<file path="config.mk">
export PLATFORM = sky130hd
export DESIGN_NAME = daq_pulse_reader
export DESIGN_NICKNAME = d
export VERILOG_FILES = /design/src/rtl/daq_pulse_reader.sv
export SDC_FILE = /design/constraint.sdc
export NUM_CORES = 1
export LEC_CHECK = 0
export ABC_AREA = 1
export BUFFER_PORTS_ARGS = -buffer_cell sky130_fd_sc_hd__buf_2
export CORE_MARGIN = 2
export CORE_UTILIZATION = 59
export CTS_BUF_LIST = sky130_fd_sc_hd__clkbuf_16
export CTS_CLUSTER_SIZE = 25
export DETAILED_ROUTE_END_ITERATION = 12
export PLACE_DENSITY_LB_ADDON = 0.1
export SLEW_MARGIN = 40
export SYNTH_ARGS = -nofsm -noshare
export SYNTH_HDL_FRONTEND = slang
export SYNTH_SLANG_ARGS = --single-unit
</file>
<file path="constraint.sdc">
create_clock -name clk -period 8.15 [get_ports clk]
set_input_delay 0.815 -clock clk [delete_from_list [all_inputs] [get_ports clk]]
set_output_delay 0.815 -clock clk [all_outputs]
set_load 0.005 [all_outputs]
</file>
<file path="src/rtl/daq_pulse_reader.sv">
// daq_pulse_reader
//   Decodes a stream of packed per-bin DAQ words. Each new bin is reported on
//   bin_valid/bin_hits/bin_idx. Runs of spill=1 bins are gathered into one spill
//   summary, and each summary is queued in a small first-word-fall-through FIFO.
//   Optional build macro: DAQ_PULSE_READER_GAPCHK_EN counts missing bin indices
//   in each spill. With the macro undefined, the gaps field of every summary is 0.
// Ports:
//   clk         sole clock, rising edge
//   rst         asynchronous reset, active low
//   word        {live[31], spill[30], nspills[29:21], ibin[20:13], nhits[12:0]}
//   bin_valid   one-cycle strobe per decoded bin
//   bin_hits    nhits of the last decoded bin
//   bin_idx     ibin of the last decoded bin
//   fifo_dout   head summary {nspills[47:39], gaps[38:32], nbins[31:24], hits[23:0]}
//   fifo_empty  FIFO holds no entry
//   rd_en       pop the head entry at this edge (ignored when empty)
//   overflow    sticky; set when a summary was dropped because the FIFO was full
module daq_pulse_reader #(
   parameter int unsigned DEPTH = 4
) (
   input  logic        clk,
   input  logic        rst,
   input  logic [31:0] word,
   output logic        bin_valid,
   output logic [12:0] bin_hits,
   output logic [7:0]  bin_idx,
   output logic [47:0] fifo_dout,
   output logic        fifo_empty,
   input  logic        rd_en,
   output logic        overflow
);

   localparam int unsigned AW = $clog2(DEPTH);
   localparam int unsigned CW = AW + 1;

   typedef struct packed {
      logic [8:0]  nspills;
      logic [6:0]  gaps;
      logic [7:0]  nbins;
      logic [23:0] hits;
   } summary_t;

   typedef enum logic [1:0] {ST_IDLE, ST_OFF, ST_ON, ST_FLUSH} state_e;

   state_e      state_q;
   logic [31:0] word_q;
   logic        first_q;
   logic [7:0]  last_ibin_q;
   logic        bin_valid_q;
   logic [12:0] bin_hits_q;
   logic [7:0]  bin_idx_q;
   logic [23:0] hits_q;
   logic [7:0]  nbins_q;
   logic [8:0]  nsp_q;

   // Decoded fields of the registered word
   logic        spill_c;
   logic [8:0]  nspills_c;
   logic [7:0]  ibin_c;
   logic [12:0] nhits_c;
   logic        live_unused;
   logic        new_bin_c;

   assign live_unused = word_q[31];
   assign spill_c     = word_q[30];
   assign nspills_c   = word_q[29:21];
   assign ibin_c      = word_q[20:13];
   assign nhits_c     = word_q[12:0];

   // The first word seen after IDLE always counts as a new bin
   assign new_bin_c = (state_q != ST_IDLE) && (first_q || (ibin_c != last_ibin_q));

   // Saturating accumulator updates
   logic [24:0] hits_sum;
   logic [23:0] hits_d;
   logic [7:0]  nbins_d;
   always_comb begin
      hits_sum = {1'b0, hits_q} + 25'(nhits_c);
      hits_d   = hits_sum[24] ? 24'hFF_FFFF : hits_sum[23:0];
      nbins_d  = (nbins_q == 8'hFF) ? 8'hFF : nbins_q + 8'd1;
   end

`ifdef DAQ_PULSE_READER_GAPCHK_EN
   logic [6:0] gaps_q;
   logic [6:0] gaps_d;
   logic       gap_c;
   // 255 -> 0 is the natural successor, so the 8-bit add wraps on purpose
   assign gap_c  = (ibin_c != (last_ibin_q + 8'd1));
   assign gaps_d = (gaps_q == 7'h7F) ? 7'h7F : gaps_q + 7'd1;
`endif

   // Bin decode and spill accumulation FSM
   always_ff @(posedge clk or negedge rst) begin
      if (!rst) begin
         state_q     <= ST_IDLE;
         word_q      <= '0;
         first_q     <= 1'b0;
         last_ibin_q <= '0;
         bin_valid_q <= 1'b0;
         bin_hits_q  <= '0;
         bin_idx_q   <= '0;
         hits_q      <= '0;
         nbins_q     <= '0;
         nsp_q       <= '0;
`ifdef DAQ_PULSE_READER_GAPCHK_EN
         gaps_q      <= '0;
`endif
      end else begin
         word_q      <= word;
         first_q     <= (state_q == ST_IDLE);
         bin_valid_q <= new_bin_c;
         if (new_bin_c) begin
            bin_hits_q  <= nhits_c;
            bin_idx_q   <= ibin_c;
            last_ibin_q <= ibin_c;
         end
         case (state_q)
            ST_IDLE: begin
               last_ibin_q <= ibin_c;
               hits_q      <= '0;
               nbins_q     <= '0;
               nsp_q       <= '0;
`ifdef DAQ_PULSE_READER_GAPCHK_EN
               gaps_q      <= '0;
`endif
               state_q     <= spill_c ? ST_ON : ST_OFF;
            end
            ST_OFF: begin
               // Opening bin of a spill starts fresh accumulators
               if (new_bin_c && spill_c) begin
                  state_q <= ST_ON;
                  hits_q  <= 24'(nhits_c);
                  nbins_q <= 8'd1;
                  nsp_q   <= nspills_c;
`ifdef DAQ_PULSE_READER_GAPCHK_EN
                  gaps_q  <= '0;
`endif
               end
            end
            ST_ON: begin
               if (new_bin_c) begin
                  if (spill_c) begin
                     hits_q  <= hits_d;
                     nbins_q <= nbins_d;
                     nsp_q   <= nspills_c;
`ifdef DAQ_PULSE_READER_GAPCHK_EN
                     if (gap_c) gaps_q <= gaps_d;
`endif
                  end else begin
                     state_q <= ST_FLUSH;
                  end
               end
            end
            ST_FLUSH: state_q <= ST_OFF;
            default:  state_q <= ST_IDLE;
         endcase
      end
   end

   assign bin_valid = bin_valid_q;
   assign bin_hits  = bin_hits_q;
   assign bin_idx   = bin_idx_q;

   // Summary entry presented to the FIFO during FLUSH
   summary_t entry_c;
   always_comb begin
      entry_c.nspills = nsp_q;
`ifdef DAQ_PULSE_READER_GAPCHK_EN
      entry_c.gaps    = gaps_q;
`else
      entry_c.gaps    = '0;
`endif
      entry_c.nbins   = nbins_q;
      entry_c.hits    = hits_q;
   end

   // Summary FIFO
   logic [47:0]   mem_q [DEPTH];
   logic [AW-1:0] wr_ptr_q;
   logic [AW-1:0] rd_ptr_q;
   logic [CW-1:0] count_q;
   logic          overflow_q;
   logic          push_c;
   logic          pop_c;
   logic          empty_c;
   logic          full_c;
   logic          accept_c;

   assign push_c   = (state_q == ST_FLUSH);
   assign empty_c  = (count_q == '0);
   assign full_c   = (count_q == CW'(DEPTH));
   assign pop_c    = rd_en && !empty_c;
   // A pop in the same cycle frees the slot for a push into a full FIFO
   assign accept_c = push_c && (!full_c || pop_c);

   always_ff @(posedge clk) begin
      if (accept_c) mem_q[wr_ptr_q] <= entry_c;
   end

   always_ff @(posedge clk or negedge rst) begin
      if (!rst) begin
         wr_ptr_q   <= '0;
         rd_ptr_q   <= '0;
         count_q    <= '0;
         overflow_q <= 1'b0;
      end else begin
         if (accept_c) wr_ptr_q <= wr_ptr_q + AW'(1);
         if (pop_c)    rd_ptr_q <= rd_ptr_q + AW'(1);
         if (accept_c && !pop_c)      count_q <= count_q + CW'(1);
         else if (!accept_c && pop_c) count_q <= count_q - CW'(1);
         if (push_c && !accept_c) overflow_q <= 1'b1;
      end
   end

   // Empty FIFO reads as zero so stale storage never leaks out
   assign fifo_dout  = empty_c ? '0 : mem_q[rd_ptr_q];
   assign fifo_empty = empty_c;
   assign overflow   = overflow_q;

endmodule
</file>
==> flow_summary.toml <==
[outcome]
status = "complete, no violations"

[route]
vias = 8626
firstDrtPassIters = 5
routed_wl_mm = 26.2
ant_nets = 0
vias_per_cell = 5.31
drtIter0Drc = 491
route.detailed.drc = 0
wl_per_cell_um = 16.1

[global_routing]
antenna_found_initial = 0
grt_max_degree = 63
grtUsageTotal = 0.248
grt-ovfl-total = 0
grt_pass1_wl_mm = 42.9
grt_pass1_vias = 8461

[synthesis]
async_reset_ff_frac = 0.408
syn_inst = 1254
ys_seq_area_frac = 0.636
yosysUniqueCellTypes = 37
avgSynthCellArea_um2 = 9.73
ys.warnings.count = 0
synth_flop_cell = "edfxtp_1"
synth-edff-count = 164
yosys_register_bits = 277
synth_area_um2 = 12200

[final_layout]
stdcell_count = 1625
multi_input_area_um2 = 3800
area_growth_pct = 12.2
regArea_um2 = 7750
num-nets-final = 1396
fill_cells = 1592
antenna_cells = 0
drive_above_1_share = 0.131

[worst_setup_path]
worstPathRequired_ps = 7340
r2r_start = "state_q[0]$_DFFE_PN0P_"
cp-startpoint = "rd_ptr_q[0]$_DFFE_PN0P_"
crit_type = "reg2out"
arrival_ps = 2890
crit_fanout = 48
worstSetupEndpointType = "output pin"
crit_path_start_kind = "register"

[timing]
post-route-min-period_ps = 3710
setup_violations = 0
hold_slack_ps = 320
worstMarginPinSlew_ps = 707
fin_tns_setup_ps = 0
rsz0062_at_grt = "false"
finClkSkew_ps = 12.8
layout_setup_ws_ps = 4440
slew_viol_final = 0
finalHoldViolations = 0
relSlewSlack = 0.529
fin_crit_sh = 0.455
max_freq_mhz = 270

[floorplan]
start_util = 0.603
dieArea_um2 = 21800
num_rows = 52
pin_count = 107
die_w_um = 148
core_um2 = 20200
die-height_um = 148

[power]
ir_worst_vdd_v = 0.000294
p_leak_uw = 0.00604
pwr_density_cell_nw_per_um2 = 345

[placement]
placed_cells = 1577
pre_cts_slack_ps = 4980
dpl.hpwl_mm = 15.8
finalWeightedCongestion = 0.900
port_buffers = 98

[clocking]
cts_sinks = 277
max-clock-path-buffers = 3
clockRootBuffer = "clkbuf_16"
cts_setup_buffers = 0
clkSlewWorstSetupHoldPaths_ps = 60
cts.htree.levels = 1
clkLatencyLatePin_ps = 540
postCtsHoldBufs = 0
cts-resized-gates = 0
cts_tree = "yes"
numCtsBuffers = 27

[job]
maxCapViolations = 0

[hold_path]
hold_path.class = "in2async"
## sequential cells by signal, summed over array words and instances (netlist names), 2 cells and up
signal / flops
mem_q: 164
bin_idx: 8
count_q: 3
bin_hits: 13
rd_ptr_q: 2
wr_ptr_q: 2
nsp_q: 9
nbins_q: 8
word_q: 31
state_q: 2
hits_q: 24
last_ibin_q: 8
## worst paths after layout
path                                              end  slack, ps  cells past startpoint
max                                     fifo_dout[23]       4440                      6
min in group clk           last_ibin_q[7]$_DFFE_PN0P_        380                      0
min reg2reg                last_ibin_q[7]$_DFFE_PN0P_        380                      0
min                              word_q[14]$_DFF_PN0_        320                      1
max in group asynchronous     rd_ptr_q[0]$_DFFE_PN0P_       6760                      2
max reg2reg                     hits_q[0]$_DFFE_PN0P_       5050                      8
## cells by family after synthesis
logic type                 Yosys count  share of synthesized area
muxes                                1                   0.000923
AOI/OAI and AO/OA                  197                     0.0831
other                                1                   0.000307
and+or+nand+nor                    576                      0.187
buffers and inverters              165                     0.0573
DFF                                277                      0.636
adders and majority gates           25                     0.0269
xor gates and xnor gates            12                    0.00862
## cell usage in the layout (no fill, tap or decap), types with 2 or more instances in the layout
cell and n:
nand2_1 310, nor2_1 206, edfxtp_1 164, o21ai_0 112, dfrtp_1 112, inv_1 108
buf_2 97, a21oi_1 58, nand3_1 29, clkbuf_16 27, ha_1 23, o21ai_1 17
xor2_1 11, nand2_2 11, buf_4 9, conb_1 7, nand4_1 6, nor2_4 5
o21bai_1 4, nor2_2 4, clkinv_2 4, clkinvlp_4 3, inv_4 2, inv_2 2
or2_2 2, fa_1 2, inv_6 2, clkinv_1 2, bufinv_16 2
## critical path, cell delays in order, from the launching register on
cell	delay, ps
dfrtp_2	390
buf_4	280
inv_2	470
buf_4	520
o21ai_0	170
a21oi_1	310
buf_2	180
## cell usage after synthesis (6+ instances only)
| library cell | number | share of area |
|---|---|---|
| nand2_1 | 310 | 0.095 |
| nor2_1 | 210 | 0.065 |
| edfxtp_1 | 164 | 0.40 |
| dfrtp_1 | 113 | 0.23 |
| o21ai_0 | 112 | 0.046 |
| inv_1 | 101 | 0.031 |
| a21oi_1 | 58 | 0.024 |
| clkbuf_1 | 33 | 0.010 |
| nand3_1 | 29 | 0.012 |
| ha_1 | 23 | 0.024 |
| o21ai_1 | 17 | 0.0070 |
| buf_4 | 13 | 0.0080 |
| nand2_2 | 11 | 0.0056 |
| xor2_1 | 11 | 0.0079 |
| buf_2 | 7 | 0.0029 |
| nand4_1 | 6 | 0.0031 |
## report_power, final
group / internal (uW) / leakage (uW) / switching (uW)
clock network: 666 / 0.000431 / 513
registers: 1770 / 0.00289 / 126
logic: 545 / 0.00272 / 1110
total: 2980 / 0.00604 / 1740
## through the flow
| stage | total power [uW] | cell area [um2] | util |
|---|---|---|---|
| after global placement | 3520 | 12800 | 0.635 |
| after global routing | 5050 | 13700 | 0.677 |
| after detailed placement | 3580 | 12800 | 0.635 |
| after CTS | 4760 | 13700 | 0.676 |
| after floorplan | 3000 | 12200 | - |
| final | 4720 | 13700 | 0.677 |
## metal layers
| layer | vias to the layer above | share of wire | global-route usage |
|---|---|---|---|
| li1 | 4242 | - | - |
| met2 | 184 | 0.49 | 0.429 |
| met1 | 4157 | 0.44 | 0.340 |
| met5 | - | 0 | 0 |
| met3 | 43 | 0.046 | 0.0296 |
| met4 | 0 | 0.019 | 0.0615 |
## layout make-up
| cell class | instances | area share |
|---|---|---|
| sequential | 277 | 0.566 |
| multi-input combinational | 818 | 0.277 |
| clock buffer | 27 | 0.0493 |
| timing repair buffer | 107 | 0.0412 |
| inverter | 105 | 0.0292 |
| tap | 270 | 0.0247 |
| clock inverter | 21 | 0.0119 |
Note: power is estimated with default switching activity, not from simulation.
